File: src/rtl/ram_access_ctrl_if.sv
// rtl/ram_access_ctrl_if.sv - request, RAM and status bundle for ram_access_ctrl
// Groups both requester channels, the RAM-side signals and the error/status flags.
// master: requesters + RAM model side (drives i_*); slave: the controller (drives o_*).
interface ram_access_ctrl_if #(
    parameter int NB_DATA = 32,
    parameter int NB_ADDR = 8
);
    logic               i_req0_valid;
    logic               i_req0_we;
    logic [1:0]         i_req0_size;
    logic [NB_ADDR-1:0] i_req0_addr;
    logic [NB_DATA-1:0] i_req0_wdata;
    logic               o_req0_ready;
    logic [NB_DATA-1:0] o_req0_rdata;

    logic               i_req1_valid;
    logic               i_req1_we;
    logic [1:0]         i_req1_size;
    logic [NB_ADDR-1:0] i_req1_addr;
    logic [NB_DATA-1:0] i_req1_wdata;
    logic               o_req1_ready;
    logic [NB_DATA-1:0] o_req1_rdata;

    logic               o_ram_we;
    logic [NB_ADDR-1:0] o_ram_addr;
    logic [NB_DATA-1:0] o_ram_wdata;
    logic [NB_DATA-1:0] i_ram_rdata;

    logic               o_busy;
    logic               o_addr_err;
    logic               i_err_clr;

    modport master (
        output i_req0_valid, i_req0_we, i_req0_size, i_req0_addr, i_req0_wdata,
        input  o_req0_ready, o_req0_rdata,
        output i_req1_valid, i_req1_we, i_req1_size, i_req1_addr, i_req1_wdata,
        input  o_req1_ready, o_req1_rdata,
        input  o_ram_we, o_ram_addr, o_ram_wdata,
        output i_ram_rdata,
        input  o_busy, o_addr_err,
        output i_err_clr
    );

    modport slave (
        input  i_req0_valid, i_req0_we, i_req0_size, i_req0_addr, i_req0_wdata,
        output o_req0_ready, o_req0_rdata,
        input  i_req1_valid, i_req1_we, i_req1_size, i_req1_addr, i_req1_wdata,
        output o_req1_ready, o_req1_rdata,
        output o_ram_we, o_ram_addr, o_ram_wdata,
        input  i_ram_rdata,
        output o_busy, o_addr_err,
        input  i_err_clr
    );
endinterface

File: src/rtl/ram_access_ctrl.sv
// rtl/ram_access_ctrl.sv - two-port arbiter/sequencer for a 32-bit single-port async-read RAM
// Optional feature macro: DEBUG_PRIORITY_EN (port 1 wins ties; otherwise round-robin).
// Ports:
//   clk      - rising-edge clock
//   i_reset  - asynchronous active-high reset
//   bus      - ram_access_ctrl_if.slave:
//              req0 (CPU) / req1 (debug): valid, we, size, addr, wdata in; ready pulse, rdata out
//              RAM: o_ram_we, o_ram_addr, o_ram_wdata out; i_ram_rdata in (addr byte = [31:24])
//              status: o_busy (not IDLE), o_addr_err (sticky), i_err_clr in
module ram_access_ctrl #(
    parameter int NB_DATA = 32,
    parameter int NB_ADDR = 8
) (
    input  logic             clk,
    input  logic             i_reset,
    ram_access_ctrl_if.slave bus
);
    typedef enum logic [1:0] {
        IDLE   = 2'd0,
        ACCESS = 2'd1,
        RMW_WR = 2'd2
    } state_t;

    localparam logic [1:0] SZ_BYTE = 2'b00;
    localparam logic [1:0] SZ_HALF = 2'b01;
    // Highest start address whose 4-byte window still fits in the array.
    localparam logic [NB_ADDR-1:0] ADDR_LIMIT = {{(NB_ADDR-2){1'b1}}, 2'b00};

    state_t             state;
    state_t             state_nxt;

    logic               cap_port;
    logic               cap_we;
    logic               cap_err;
    logic [1:0]         cap_size;
    logic [NB_ADDR-1:0] cap_addr;
    // Holds the store data after grant, then the merged word for RMW; drives o_ram_wdata.
    logic [NB_DATA-1:0] wdata_q;
    logic [NB_DATA-1:0] rdata0_q;
    logic [NB_DATA-1:0] rdata1_q;
    logic               ready0_q;
    logic               ready1_q;
    logic               addr_err_q;
`ifndef DEBUG_PRIORITY_EN
    logic               rr_last;
`endif

    logic               req_any;
    logic               grant;
    logic               grant_port;
    logic               sel_we;
    logic [1:0]         sel_size;
    logic [NB_ADDR-1:0] sel_addr;
    logic [NB_DATA-1:0] sel_wdata;
    logic               subword;
    logic               ram_we;
    logic               done;
    logic [NB_DATA-1:0] load_fmt;
    logic [NB_DATA-1:0] merged;

    always_comb begin
        req_any = bus.i_req0_valid | bus.i_req1_valid;
`ifdef DEBUG_PRIORITY_EN
        grant_port = bus.i_req1_valid;
`else
        grant_port = (bus.i_req0_valid & bus.i_req1_valid) ? ~rr_last : bus.i_req1_valid;
`endif
        // The requester just completed still holds valid during its ready cycle,
        // so no grant is allowed until the following cycle.
        grant     = (state == IDLE) & req_any & ~ready0_q & ~ready1_q;
        sel_we    = grant_port ? bus.i_req1_we    : bus.i_req0_we;
        sel_size  = grant_port ? bus.i_req1_size  : bus.i_req0_size;
        sel_addr  = grant_port ? bus.i_req1_addr  : bus.i_req0_addr;
        sel_wdata = grant_port ? bus.i_req1_wdata : bus.i_req0_wdata;
    end

    always_comb begin
        subword = cap_we & ~cap_err & ((cap_size == SZ_BYTE) | (cap_size == SZ_HALF));
        case (cap_size)
            SZ_BYTE: load_fmt = {{(NB_DATA-8){1'b0}}, bus.i_ram_rdata[NB_DATA-1 -: 8]};
            SZ_HALF: load_fmt = {{(NB_DATA-16){1'b0}}, bus.i_ram_rdata[NB_DATA-1 -: 16]};
            default: load_fmt = bus.i_ram_rdata;
        endcase
        // New bytes occupy the top of the window (lowest addresses), old bytes fill the rest.
        if (cap_size == SZ_BYTE) begin
            merged = {wdata_q[7:0], bus.i_ram_rdata[NB_DATA-9:0]};
        end else begin
            merged = {wdata_q[15:0], bus.i_ram_rdata[NB_DATA-17:0]};
        end
    end

    always_comb begin
        state_nxt = state;
        ram_we    = 1'b0;
        done      = 1'b0;
        case (state)
            IDLE: begin
                if (grant) begin
                    state_nxt = ACCESS;
                end
            end
            ACCESS: begin
                if (subword) begin
                    state_nxt = RMW_WR;
                end else begin
                    state_nxt = IDLE;
                    done      = 1'b1;
                    ram_we    = cap_we & ~cap_err;
                end
            end
            RMW_WR: begin
                ram_we    = 1'b1;
                done      = 1'b1;
                state_nxt = IDLE;
            end
            default: state_nxt = IDLE;
        endcase
    end

    always_ff @(posedge clk or posedge i_reset) begin
        if (i_reset) begin
            state      <= IDLE;
            cap_port   <= 1'b0;
            cap_we     <= 1'b0;
            cap_err    <= 1'b0;
            cap_size   <= 2'b00;
            cap_addr   <= '0;
            wdata_q    <= '0;
            rdata0_q   <= '0;
            rdata1_q   <= '0;
            ready0_q   <= 1'b0;
            ready1_q   <= 1'b0;
            addr_err_q <= 1'b0;
`ifndef DEBUG_PRIORITY_EN
            rr_last    <= 1'b1;
`endif
        end else begin
            state    <= state_nxt;
            ready0_q <= done & ~cap_port;
            ready1_q <= done & cap_port;
            if (grant) begin
                cap_port <= grant_port;
                cap_we   <= sel_we;
                cap_size <= sel_size;
                cap_addr <= sel_addr;
                cap_err  <= (sel_addr > ADDR_LIMIT);
                wdata_q  <= sel_wdata;
`ifndef DEBUG_PRIORITY_EN
                rr_last  <= grant_port;
`endif
            end
            if ((state == ACCESS) && subword) begin
                wdata_q <= merged;
            end
            if ((state == ACCESS) && !cap_we) begin
                if (cap_port) begin
                    rdata1_q <= cap_err ? '0 : load_fmt;
                end else begin
                    rdata0_q <= cap_err ? '0 : load_fmt;
                end
            end
            if ((state == ACCESS) && cap_err) begin
                addr_err_q <= 1'b1;
            end else if (bus.i_err_clr) begin
                addr_err_q <= 1'b0;
            end
        end
    end

    assign bus.o_req0_ready = ready0_q;
    assign bus.o_req1_ready = ready1_q;
    assign bus.o_req0_rdata = rdata0_q;
    assign bus.o_req1_rdata = rdata1_q;
    assign bus.o_ram_we     = ram_we;
    assign bus.o_ram_addr   = cap_addr;
    assign bus.o_ram_wdata  = wdata_q;
    assign bus.o_busy       = (state != IDLE);
    assign bus.o_addr_err   = addr_err_q;
endmodule
File: src/flat_wrapper.sv
// flat-port wrapper written by rule: the top's interface ports become plain ports
module ram_access_ctrl_flat 
#(
    parameter int NB_DATA = 32,
    parameter int NB_ADDR = 8
)
  (clk, i_reset, bus_i_req0_valid, bus_i_req0_we, bus_i_req0_size, bus_i_req0_addr, bus_i_req0_wdata, bus_o_req0_ready, bus_o_req0_rdata, bus_i_req1_valid, bus_i_req1_we, bus_i_req1_size, bus_i_req1_addr, bus_i_req1_wdata, bus_o_req1_ready, bus_o_req1_rdata, bus_o_ram_we, bus_o_ram_addr, bus_o_ram_wdata, bus_i_ram_rdata, bus_o_busy, bus_o_addr_err, bus_i_err_clr);
  ram_access_ctrl_if #(.NB_DATA(NB_DATA), .NB_ADDR(NB_ADDR)) bus_i ();
  input  logic clk;
  input  logic i_reset;
  input wire logic [$bits(bus_i.i_req0_valid)-1:0] bus_i_req0_valid;
  input wire logic [$bits(bus_i.i_req0_we)-1:0] bus_i_req0_we;
  input wire logic [$bits(bus_i.i_req0_size)-1:0] bus_i_req0_size;
  input wire logic [$bits(bus_i.i_req0_addr)-1:0] bus_i_req0_addr;
  input wire logic [$bits(bus_i.i_req0_wdata)-1:0] bus_i_req0_wdata;
  output wire logic [$bits(bus_i.o_req0_ready)-1:0] bus_o_req0_ready;
  output wire logic [$bits(bus_i.o_req0_rdata)-1:0] bus_o_req0_rdata;
  input wire logic [$bits(bus_i.i_req1_valid)-1:0] bus_i_req1_valid;
  input wire logic [$bits(bus_i.i_req1_we)-1:0] bus_i_req1_we;
  input wire logic [$bits(bus_i.i_req1_size)-1:0] bus_i_req1_size;
  input wire logic [$bits(bus_i.i_req1_addr)-1:0] bus_i_req1_addr;
  input wire logic [$bits(bus_i.i_req1_wdata)-1:0] bus_i_req1_wdata;
  output wire logic [$bits(bus_i.o_req1_ready)-1:0] bus_o_req1_ready;
  output wire logic [$bits(bus_i.o_req1_rdata)-1:0] bus_o_req1_rdata;
  output wire logic [$bits(bus_i.o_ram_we)-1:0] bus_o_ram_we;
  output wire logic [$bits(bus_i.o_ram_addr)-1:0] bus_o_ram_addr;
  output wire logic [$bits(bus_i.o_ram_wdata)-1:0] bus_o_ram_wdata;
  input wire logic [$bits(bus_i.i_ram_rdata)-1:0] bus_i_ram_rdata;
  output wire logic [$bits(bus_i.o_busy)-1:0] bus_o_busy;
  output wire logic [$bits(bus_i.o_addr_err)-1:0] bus_o_addr_err;
  input wire logic [$bits(bus_i.i_err_clr)-1:0] bus_i_err_clr;
  assign bus_i.i_req0_valid = bus_i_req0_valid;
  assign bus_i.i_req0_we = bus_i_req0_we;
  assign bus_i.i_req0_size = bus_i_req0_size;
  assign bus_i.i_req0_addr = bus_i_req0_addr;
  assign bus_i.i_req0_wdata = bus_i_req0_wdata;
  assign bus_o_req0_ready = bus_i.o_req0_ready;
  assign bus_o_req0_rdata = bus_i.o_req0_rdata;
  assign bus_i.i_req1_valid = bus_i_req1_valid;
  assign bus_i.i_req1_we = bus_i_req1_we;
  assign bus_i.i_req1_size = bus_i_req1_size;
  assign bus_i.i_req1_addr = bus_i_req1_addr;
  assign bus_i.i_req1_wdata = bus_i_req1_wdata;
  assign bus_o_req1_ready = bus_i.o_req1_ready;
  assign bus_o_req1_rdata = bus_i.o_req1_rdata;
  assign bus_o_ram_we = bus_i.o_ram_we;
  assign bus_o_ram_addr = bus_i.o_ram_addr;
  assign bus_o_ram_wdata = bus_i.o_ram_wdata;
  assign bus_i.i_ram_rdata = bus_i_ram_rdata;
  assign bus_o_busy = bus_i.o_busy;
  assign bus_o_addr_err = bus_i.o_addr_err;
  assign bus_i.i_err_clr = bus_i_err_clr;
  ram_access_ctrl #(.NB_DATA(NB_DATA), .NB_ADDR(NB_ADDR)) u_core (.clk(clk), .i_reset(i_reset), .bus(bus_i));
endmodule
File: config.mk
export PLATFORM = sky130hd
export DESIGN_NAME = ram_access_ctrl_flat
export DESIGN_NICKNAME = d
export VERILOG_FILES = /design/src/rtl/ram_access_ctrl_if.sv /design/src/rtl/ram_access_ctrl.sv /design/src/flat_wrapper.sv
export SDC_FILE = /design/constraint.sdc
export NUM_CORES = 1
export LEC_CHECK = 0
export CORE_MARGIN = 8
export CORE_UTILIZATION = 40
export DETAILED_ROUTE_END_ITERATION = 6
export HOLD_SLACK_MARGIN = 0.05
export PLACE_DENSITY = 0.73
export SKIP_LAST_GASP = 1
export SLEW_MARGIN = 20
export SYNTH_ARGS = -nofsm -noshare
export SYNTH_HDL_FRONTEND = slang
export SYNTH_SLANG_ARGS = --single-unit
File: constraint.sdc
create_clock -name clk -period 10.1 [get_ports clk]
set_input_delay 2.02 -clock clk [delete_from_list [all_inputs] [get_ports clk]]
set_output_delay 2.02 -clock clk [all_outputs]
set_load 0.005 [all_outputs]
Word-level counts from Yosys, hierarchy flattened
Index checks and enable logic that the tools add are counted.

Register bits: 115. Bits in latches: 0. Memory bits (writable): 0. Memory bits (read-only): 0. Bits of input ports: 123. Output and inout port bits: 109. Logic and storage cells: 63. Memories: 0.

$add $sub $neg: 0. Multipliers: 0. Divide/modulo/power cells: 0. $lt $le $gt $ge: 1. Eq/ne operators: 4. Shifts and indexed selects: 0. Muxes and demuxes: 19. Bitwise logic cells: 15. Reduce and logical (&&, ||, !) cells: 11.

Operator list (number): $mux W32 (5); $pmux W32 S2 (1); $and A1 B1 Y1 (8); $gt A8 B8 Y1 const B (1); $mux W8 (1); $mux W1 (6); $mux W2 (3); $reduce_bool A2 Y1 (3); $not A1 Y1 (5); $eq A2 B1 Y1 const B (2); $logic_not A2 Y1 (2); $pmux W1 S2 (2); $pmux W2 S2 (1); $reduce_and A2 Y1 (2); $logic_and A1 B1 Y1 (3); $eq A2 B2 Y1 const B (1); $ne A2 B1 Y1 const B (1); $or A1 B1 Y1 (2); $logic_not A1 Y1 (1).

Logic depth before layout (Yosys ltp)
Gate-level depths: netlist (run 1).

Word-level depth: 6. Mapped depth: 8. Depth with buffers taken out: 6.

Worst setup path before layout (run 1)
Ideal clock, no wire load.

Path kind: input to register. Start: in bus_i_req0_valid. End: reg u_core.wdata_q[16] (netlist: u_core.bus.o_ram_wdata[16]). Library setup time: 0.083 ns. Data arrival time: 2.963 ns. Required time: 10.017 ns. Slack: 7.054 ns. Cell stages on the path: 6. Buffers on the path: 2. Path through: buf_2 > a21boi_4 > buf_2 > nor3b_1 > o21a_1 > o22ai_1.

Word-level cells in the longest chain between the ends: 5. Elaborated cells on any way between the ends: 10. Those cells by class: 4 x mux; 5 x bitwise; 1 x reduce/logical.

RTL lines: start: declaration (line flat_wrapper.sv:11) `input wire logic [$bits(bus_i.i_req0_valid)-1:0] bus_i_req0_valid;`; $and A1 B1 Y1 or $or A1 B1 Y1 (tied branches) (line ram_access_ctrl.sv:66, ram_access_ctrl.sv:62); $mux W1 or $and A1 B1 Y1 (tied branches) (line ram_access_ctrl.sv:66, ram_access_ctrl.sv:70); $mux W32 or $and A1 B1 Y1 (tied branches) (line ram_access_ctrl.sv:74, ram_access_ctrl.sv:70); $mux W32 or $and A1 B1 Y1 (tied branches) (line ram_access_ctrl.sv:141, ram_access_ctrl.sv:70); $mux W32 or $reduce_bool A2 Y1 (tied branches); end signal: assignment (line ram_access_ctrl.sv:147) `wdata_q <= sel_wdata;`; end signal: assignment (line ram_access_ctrl.sv:153) `wdata_q <= merged;`; end: declaration (line ram_access_ctrl.sv:38) `logic [NB_DATA-1:0] wdata_q;`.

Several ways; a longest one is shown, not always the timed one. The select of a mux whose other input is x is not followed. A chain may end at the register's enable or synchronous reset.

Worst setup path in the final report (run 1)
Start: reg u_core.cap_size[1]. End: out bus_o_ram_we.

Word-level cells in the longest chain between the ends: 5. Elaborated cells on any way between the ends: 6. Those cells by class: 1 x eq/ne; 2 x mux; 2 x bitwise; 1 x reduce/logical.

RTL lines: start: declaration (line ram_access_ctrl.sv:35) `logic [1:0] cap_size;`; start signal: assignment (line ram_access_ctrl.sv:144) `cap_size <= sel_size;`; $eq A2 B1 Y1 or $logic_not A2 Y1 (tied branches) (line ram_access_ctrl.sv:78) `subword = cap_we & ~cap_err & ((cap_size == SZ_BYTE) | (cap_size == SZ_HALF));`; $or A1 B1 Y1 * (line ram_access_ctrl.sv:78); $and A1 B1 Y1 * (line ram_access_ctrl.sv:78); $mux W1 * (line ram_access_ctrl.sv:103) `if (subword) begin`; $pmux W1 S2 * (line ram_access_ctrl.sv:96) `case (state)`; end: declaration (line flat_wrapper.sv:25) `output wire logic [$bits(bus_i.o_ram_we)-1:0] bus_o_ram_we;`.

Every way passes the cells marked *; elsewhere a longest branch is shown, timed or not.

==> implementation parameters, run 1 <==
Parameter                              Value

Outcome
  Run status ... complete, no violations

Detailed routing
  Via Count ... 5,572
  Remaining antenna violation count ... 0
  Number of iterations in the first detailed-routing pass ... 5
  Count of routing violations after the opening detailed-route iteration ... 383
  Routed length per instance ... 20.2 um
  Via density per instance ... 5.38
  Detailed-route wire length ... 20.9 mm
  Residual DRC ... 0

Timing
  Post-route fraction of the period consumed by the critical path ... 49.1%
  RSZ-0062 raised after global routing ... no
  Worst hold margin ... 0.476 ns
  Final critical path time including I/O delays and setup ... 4.96 ns
  Accumulated negative setup slack ... 0 ns
  Worst relative slew slack ... 32.7%
  Layout Skew ... 0.0130 ns
  Setup WS post-layout ... 5.14 ns
  Peak Freq ... 0.202 GHz
  Pins Over Slew Limit ... 0
  Hold violation total from the final report ... 0
  Final setup violation count ... 0
  Worst-Margin Slew ... 1.00 ns

GRT
  Number of antenna violations at the first check in global routing ... 1
  Grt peak-use layer ... met2
  Met3 usage ... 8.45%
  Remaining global-route overflow ... 0
  Global routing usage summed across all routing layers ... 23.2%
  Via count of the first global-routing pass ... 5,900
  Wire length of the first global-routing pass ... 32.5 mm
  GR met1 Demand/Resource ... 26.3%
  Maximum number of pins on one net before global-route repair ... 75
  Routing usage on met2 ... 38.9%

Synthesis
  Post-synth top cells ... 149 x sky130_fd_sc_hd__nand2_1, 129 x sky130_fd_sc_hd__o21ai_0, 114 x sky130_fd_sc_hd__dfrtp_1
  Share of the synthesized area in the top cell type ... 51.1%
  Top cell type by total area after synthesis ... sky130_fd_sc_hd__dfrtp_1
  Syn avg cell area ... 8.81 um2
  Number of distinct standard cells referenced by the synthesized netlist ... 34
  Count of flip-flops with a built-in enable after synthesis ... 0
  Mapped Nets ... 761
  Ys async rst share ... 100%
  Count leader, synth ... sky130_fd_sc_hd__nand2_1
  YS warnings ... 0
  Seq/Total Area, Yosys ... 51.5%
  Leading post-synthesis cells by cell area ... sky130_fd_sc_hd__dfrtp_1 51%, sky130_fd_sc_hd__o21ai_0 12%, sky130_fd_sc_hd__nand2_1 10%
  Dominant register cell in the synthesized netlist ... sky130_fd_sc_hd__dfrtp_1
  Mapped Cells ... 634
  Netlist area before placement ... 5590 um2
  Flops & latches, synth ... 115

Critical path
  CP Buf/Inv Count ... 1
  Source of the worst register-to-register timing path ... u_core.state[0]
  CP startpoint ... u_core.cap_size[1]
  Maximum fanout along the worst path ... 25
  Kind of end point of the critical path ... output pin
  Critical path startpoint category ... register
  Critical Path RT ... 8.08 ns
  Critical path type ... reg -> out
  Standard cell with the maximum stage delay on the critical path ... sky130_fd_sc_hd__nor2b_2
  Setup slack, reg-to-reg ... 7.56 ns
  Terminus of the critical flop-to-flop path ... u_core.bus.o_ram_wdata[18]
  Arrival time at the worst endpoint ... 2.94 ns
  Delay contributed by the slowest stage of the critical path ... 0.92 ns
  Cell breakdown of the critical path ... nor2b_2 -> a31oi_1 -> nor2b_1 -> clkdlybuf4s50_1
  FF-to-FF path depth ... 8
  Worst path top cell family by delay ... simple AND/OR/NAND/NOR gates

Floorplanning
  Total Die Area ... 18,000 um2
  Starting utilization of the core area ... 40.6%
  Floorplan core area ... 13,800 um2
  Die Span Y ... 134 um
  Ports ... 232
  Count of standard-cell rows ... 43
  Die span in x ... 134 um

Clocking
  Cts repair resizes ... 0
  Root buffer cell ... sky130_fd_sc_hd__clkbuf_16
  Number of buffers inserted during clock tree synthesis ... 17
  Clock Pin Slew Worst Setup and Hold Paths ... 0.05 ns
  Post-CTS setup buffer count ... 0
  Htree depth ... 4
  CTS Hold Bufs ... 0
  Max clock buf depth ... 2
  Clock insertion delay at the later pin of the skew report ... 0.42 ns
  TritonCTS sink count ... 115
  CTS tree ... done

Power
  IR Drop Worst-Case VDD ... 0.149 mV
  Part of the power in the clock network ... 24.6%
  Net switching fraction of the power ... 35.0%
  Power density over the cells ... 311 nW/um2
  Total internal power ... 1.75 mW
  Switching pwr ... 0.945 mW
  Standby leakage power ... 3.66 nW
  Sequential share of power ... 31.3%
  Combinational share of power ... 44.1%

Place
  Post-place instance area ... 7960 um2
  # port buffers ... 231
  Post-placement worst setup slack ... 5.42 ns
  Estimated wirelength of the detail-placed design ... 15.6 mm
  Count of placed standard cells including taps ... 1,001
  Weighted congestion reported at the end of routability-driven placement ... 0.823

Hold path
  Kind of path behind the tightest hold check ... reg -> reg
  HP Start ... u_core.bus.o_req1_rdata[3]
  WHS Path Cells ... 2
  Endpoint of the worst hold path ... u_core.bus.o_req1_rdata[3]

Job
  MaxCap Viol Count ... 0

Finish
  Area growth from synthesis to final layout ... 55.3%
  Count of antenna diodes in the layout ... 0
  Non-Filler Instances ... 1,035
  Cell area after layout ... 8680 um2
  Final layout net count ... 969
  Proportion of layout cells with a drive suffix above 1 ... 5.50%
## logic make-up after synthesis
logic type | share of synthesized area [%]
fa+ha+maj | 0.896
buf+inv | 4.34
simple gates | 18.7
mux | 4.30
flops | 51.5
compound gates | 20.3
## worst register-to-register path, cell delays in order (launching register included)
cell and delay, ns:
sky130_fd_sc_hd__dfrtp_1 0.39, sky130_fd_sc_hd__inv_1 0.13, sky130_fd_sc_hd__ha_1 0.22, sky130_fd_sc_hd__nor3b_4 0.19, sky130_fd_sc_hd__buf_4 0.34, sky130_fd_sc_hd__nor2b_4 0.61
sky130_fd_sc_hd__buf_16 0.25, sky130_fd_sc_hd__o21ai_0 0.11, sky130_fd_sc_hd__o22ai_1 0.19
## routing by layer
metal / share of wire, % / vias to the layer above
li1: - / 2610
met1: 39 / 2689
met2: 50 / 230
met3: 8.0 / 41
met4: 2.6 / 2
met5: 0.062 / -
## state kept, by name, indices dropped and copies added, names as in the netlist, 2 cells and up
register and count:
u_core.bus.o_req0_rdata 32, u_core.bus.o_req1_rdata 32, u_core.state 2, u_core.bus.o_ram_wdata 32
u_core.bus.o_ram_addr 8, u_core.cap_size 2
## cell type report
type,instances,area [um2]
clock buffer,20,457
clock inverter,12,200
fill,1165,5100
inverter,6,25.0
multi-input combinational,464,2480
sequential,115,2880
tap,180,225
timing repair buffer,238,2400
## power groups by stage
| stage | logic [mW] | clock network [mW] | registers (mW) |
|---|---|---|---|
| final | 1.19 | 0.664 | 0.844 |
| after global routing | 1.31 | 0.691 | 0.869 |
| after CTS | 1.18 | 0.672 | 0.841 |
| after detailed placement | 1.18 | 0 | 0.846 |
| after global placement | 1.14 | 0 | 0.836 |
| after floorplan | 0.565 | 0 | 0.809 |
## per-stage QoR
step                total power, mW  util [%]
finish                         2.70      63.0
global route                   2.87      63.0
CTS                            2.70      62.6
detailed placement             2.02      57.8
global placement               1.98      57.8
floorplan                      1.37         -
## placed cells by master (no fill, tap or decap), types with 2 or more instances in the layout
| master | instances |
|---|---|
| sky130_fd_sc_hd__clkdlybuf4s50_1 | 231 |
| sky130_fd_sc_hd__nand2_1 | 149 |
| sky130_fd_sc_hd__o21ai_0 | 129 |
| sky130_fd_sc_hd__dfrtp_1 | 114 |
| sky130_fd_sc_hd__nor2_1 | 30 |
| sky130_fd_sc_hd__mux2i_1 | 24 |
| sky130_fd_sc_hd__and3_1 | 17 |
| sky130_fd_sc_hd__clkbuf_16 | 17 |
| sky130_fd_sc_hd__o21ai_1 | 16 |
| sky130_fd_sc_hd__nor3b_1 | 16 |
| sky130_fd_sc_hd__o21a_1 | 16 |
| sky130_fd_sc_hd__o22ai_1 | 16 |
| sky130_fd_sc_hd__a31oi_1 | 12 |
| sky130_fd_sc_hd__a22oi_1 | 8 |
| sky130_fd_sc_hd__nand2b_1 | 8 |
| sky130_fd_sc_hd__inv_1 | 5 |
| sky130_fd_sc_hd__bufinv_16 | 5 |
| sky130_fd_sc_hd__buf_4 | 5 |
| sky130_fd_sc_hd__ha_1 | 4 |
| sky130_fd_sc_hd__clkinvlp_4 | 3 |
| sky130_fd_sc_hd__nand3b_1 | 2 |
| sky130_fd_sc_hd__nand4_1 | 2 |
| sky130_fd_sc_hd__o211ai_1 | 2 |
| sky130_fd_sc_hd__nor3_1 | 2 |
| sky130_fd_sc_hd__inv_6 | 2 |
| sky130_fd_sc_hd__clkinv_2 | 2 |
| sky130_fd_sc_hd__clkbuf_8 | 2 |
| sky130_fd_sc_hd__buf_16 | 2 |
## worst max-delay path by stage
stage                                  to  cells past startpoint  slack, ns
2_1_floorplan       u_core.bus.o_addr_err                      1       5.04
3_3_place_gp   u_core.bus.o_ram_wdata[27]                      5       5.56
3_5_place_dp   u_core.bus.o_ram_wdata[22]                      5       5.42
4_1_cts                      bus_o_ram_we                      4       5.18
5_1_grt                      bus_o_ram_we                      4       4.95
6_report                     bus_o_ram_we                      4       5.14
Power figures use the tool's default switching activity.
==> run 2: changes to the inputs <==
clock period = 4.7 ns   (was 10.1 ns; I/O delays follow)
==> implementation parameters, run 2 (synthesized netlist as in run 1, its figures left out) <==
Parameter                              Value

Outcome
  Run status ... complete, no violations (unchanged)

Critical path
  Critical path type ... reg -> out (unchanged)
  Critical Path RT ... 3.76 ns (was 8.08 ns)
  Worst path top cell family by delay ... buffers and inverters (was simple AND/OR/NAND/NOR gates)
  Kind of end point of the critical path ... output pin (unchanged)
  Maximum fanout along the worst path ... 25 (unchanged)
  Cell breakdown of the critical path ... nor2b_2 -> buf_4 -> a31oi_1 -> nor2b_1 -> clkdlybuf4s50_1 (was nor2b_2 -> a31oi_1 -> nor2b_1 -> clkdlybuf4s50_1)
  Standard cell with the maximum stage delay on the critical path ... sky130_fd_sc_hd__dfrtp_1 (was sky130_fd_sc_hd__nor2b_2)
  Arrival time at the worst endpoint ... 2.57 ns (was 2.94 ns)
  Delay contributed by the slowest stage of the critical path ... 0.77 ns (was 0.92 ns)
  CP Buf/Inv Count ... 2 (was 1)
  Critical path startpoint category ... register (unchanged)

Detailed routing
  Via density per instance ... 5.35 (was 5.38)
  Detailed-route wire length ... 20.7 mm (was 20.9 mm)
  Number of iterations in the first detailed-routing pass ... 5 (unchanged)
  Routed length per instance ... 19.9 um (was 20.2 um)
  Count of routing violations after the opening detailed-route iteration ... 474 (was 383)
  Via Count ... 5,556 (was 5,572)
  Residual DRC ... 0 (unchanged)
  Remaining antenna violation count ... 0 (unchanged)

Finish
  Filler instances ... 1,182 (was 1,165)
  Count of antenna diodes in the layout ... 0 (unchanged)
  Commonest non-fill, non-tap cells in the layout ... 231 x sky130_fd_sc_hd__clkdlybuf4s50_1, 149 x sky130_fd_sc_hd__nand2_1, 129 x sky130_fd_sc_hd__o21ai_0 (unchanged)
  Proportion of layout cells with a drive suffix above 1 ... 5.94% (was 5.50%)
  Area growth from synthesis to final layout ... 54.7% (was 55.3%)
  Most common cell after layout, fill and taps aside ... sky130_fd_sc_hd__clkdlybuf4s50_1 (unchanged)
  Final layout net count ... 972 (was 969)
  Cell area after layout ... 8640 um2 (was 8680 um2)

Timing
  Accumulated negative setup slack ... 0 ns (unchanged)
  Final setup violation count ... 0 (unchanged)
  Worst-Margin Slew ... 1.10 ns (was 1.00 ns)
  Layout Skew ... 0.00611 ns (was 0.0130 ns)
  Worst hold margin ... 0.473 ns (was 0.476 ns)
  RSZ-0062 raised after global routing ... no (unchanged)
  Peak Freq ... 0.285 GHz
  Worst relative slew slack ... 26.6% (was 32.7%)
  Final critical path time including I/O delays and setup ... 3.51 ns
  Hold violation total from the final report ... 0 (unchanged)
  Post-route fraction of the period consumed by the critical path ... 74.7%
  Pins Over Slew Limit ... 0 (unchanged)

Clocking
  Clock Pin Slew Worst Setup and Hold Paths ... 0.06 ns (was 0.05 ns)
  Post-CTS setup buffer count ... 0 (unchanged)
  Htree depth ... 4 (unchanged)
  CTS Hold Bufs ... 0 (unchanged)
  Number of buffers inserted during clock tree synthesis ... 17 (unchanged)
  Root buffer cell ... sky130_fd_sc_hd__clkbuf_16 (unchanged)
  Cts repair resizes ... 0 (unchanged)
  CTS tree ... done (unchanged)
  TritonCTS sink count ... 115 (unchanged)
  Clock insertion delay at the later pin of the skew report ... 0.41 ns (was 0.42 ns)
  Max clock buf depth ... 2 (unchanged)

Power
  IR Drop Worst-Case VDD ... 0.288 mV (was 0.149 mV)
  Standby leakage power ... 3.65 nW (was 3.66 nW)
  Power density over the cells ... 663 nW/um2 (was 311 nW/um2)

Place
  # port buffers ... 231 (unchanged)
  Estimated wirelength of the detail-placed design ... 15.5 mm (was 15.6 mm)
  Post-place instance area ... 8000 um2 (was 7960 um2)
  Weighted congestion reported at the end of routability-driven placement ... 0.845 (was 0.823)

Floorplanning
  Die Span Y ... 134 um (unchanged)
  Die span in x ... 134 um (unchanged)
  Count of standard-cell rows ... 43 (unchanged)
  Floorplan core area ... 13,800 um2 (unchanged)
  Ports ... 232 (unchanged)
  Total Die Area ... 18,000 um2 (unchanged)
  Starting utilization of the core area ... 40.6% (unchanged)

GRT
  Maximum number of pins on one net before global-route repair ... 65 (was 75)
  Global routing usage summed across all routing layers ... 22.7% (was 23.2%)
  Number of antenna violations at the first check in global routing ... 0 (was 1)
  Remaining global-route overflow ... 0 (unchanged)
  Wire length of the first global-routing pass ... 31.7 mm (was 32.5 mm)
  Via count of the first global-routing pass ... 5,762 (was 5,900)

Hold path
  Kind of path behind the tightest hold check ... reg -> reg (unchanged)

Job
  MaxCap Viol Count ... 0 (unchanged)
-- run 2: cell types whose count changed in the layout (fill, tap and decap cells not counted), sizes merged --
| cell | delta |
|---|---|
| bufinv | -1 |
| buf | +3 |
| clkbuf | -2 |
| inv | +1 |
| clkinv | +3 |
| clkinvlp | -1 |
-- run 2: per-layer routing --
metal	wire, um	track usage (%)
met5	0	0
met4	463	7.99
met3	1660	7.52
met2	10300	38.3
met1	8290	26.3
-- run 2: report_power, final --
| group | switching (mW) | internal, mW |
|---|---|---|
| logic | 1.18 | 1.33 |
| registers | 0.371 | 1.45 |
| clock network | 0.483 | 0.907 |
-- run 2: worst paths after layout --
path / from / endpoint / slack, ns / cells past startpoint
max: u_core.cap_size[1] / bus_o_ram_we / 1.19 / 5
min: u_core.cap_port / u_core.bus.o_req0_ready / 0.47 / 1
max reg2reg: u_core.state[0] / u_core.cap_size[0] / 2.03 / 8
min reg2reg: u_core.cap_port / u_core.bus.o_req0_ready / 0.47 / 1
max in group asynchronous: i_reset / u_core.rr_last / 2.72 / 3
min in group asynchronous: i_reset / u_core.bus.o_ram_wdata[17] / 1.01 / 2
-- run 2: stage by stage --
stage | setup WS [ns] | power (mW) | std cells | util [%]
6_report | 1.19 | 5.73 | 1038 | 62.7
5_1_grt | 1.04 | 6.12 | 1038 | 62.7
4_1_cts | 1.23 | 5.76 | 1038 | 62.7
3_5_place_dp | 1.15 | 4.35 | 1006 | 58.1
3_3_place_gp | 1.30 | 4.27 | 1006 | 58.1
2_1_floorplan | 0.718 | 2.95 | 634 | -
-- run 2: layout make-up --
class | count | area (um2) | share of cell area, %
inverters | 6 | 25.0 | 0.290
flip-flops and latches | 115 | 2880 | 33.3
well taps | 180 | 225 | 2.61
clock buffers | 18 | 439 | 5.08
multi-input cells | 464 | 2480 | 28.8
clock inverters | 14 | 201 | 2.33
repair buffers | 241 | 2390 | 27.6
-- run 2: worst reg2reg max path: cells and delay by family, from the launching register on --
kind | cells | cell delay (ns)
buffers and inverters | 3 | 0.75
AOI/OAI and AO/OA | 1 | 0.16
and+or+nand+nor | 3 | 1.06
adders and majority gates | 1 | 0.23
DFF | 1 | 0.39
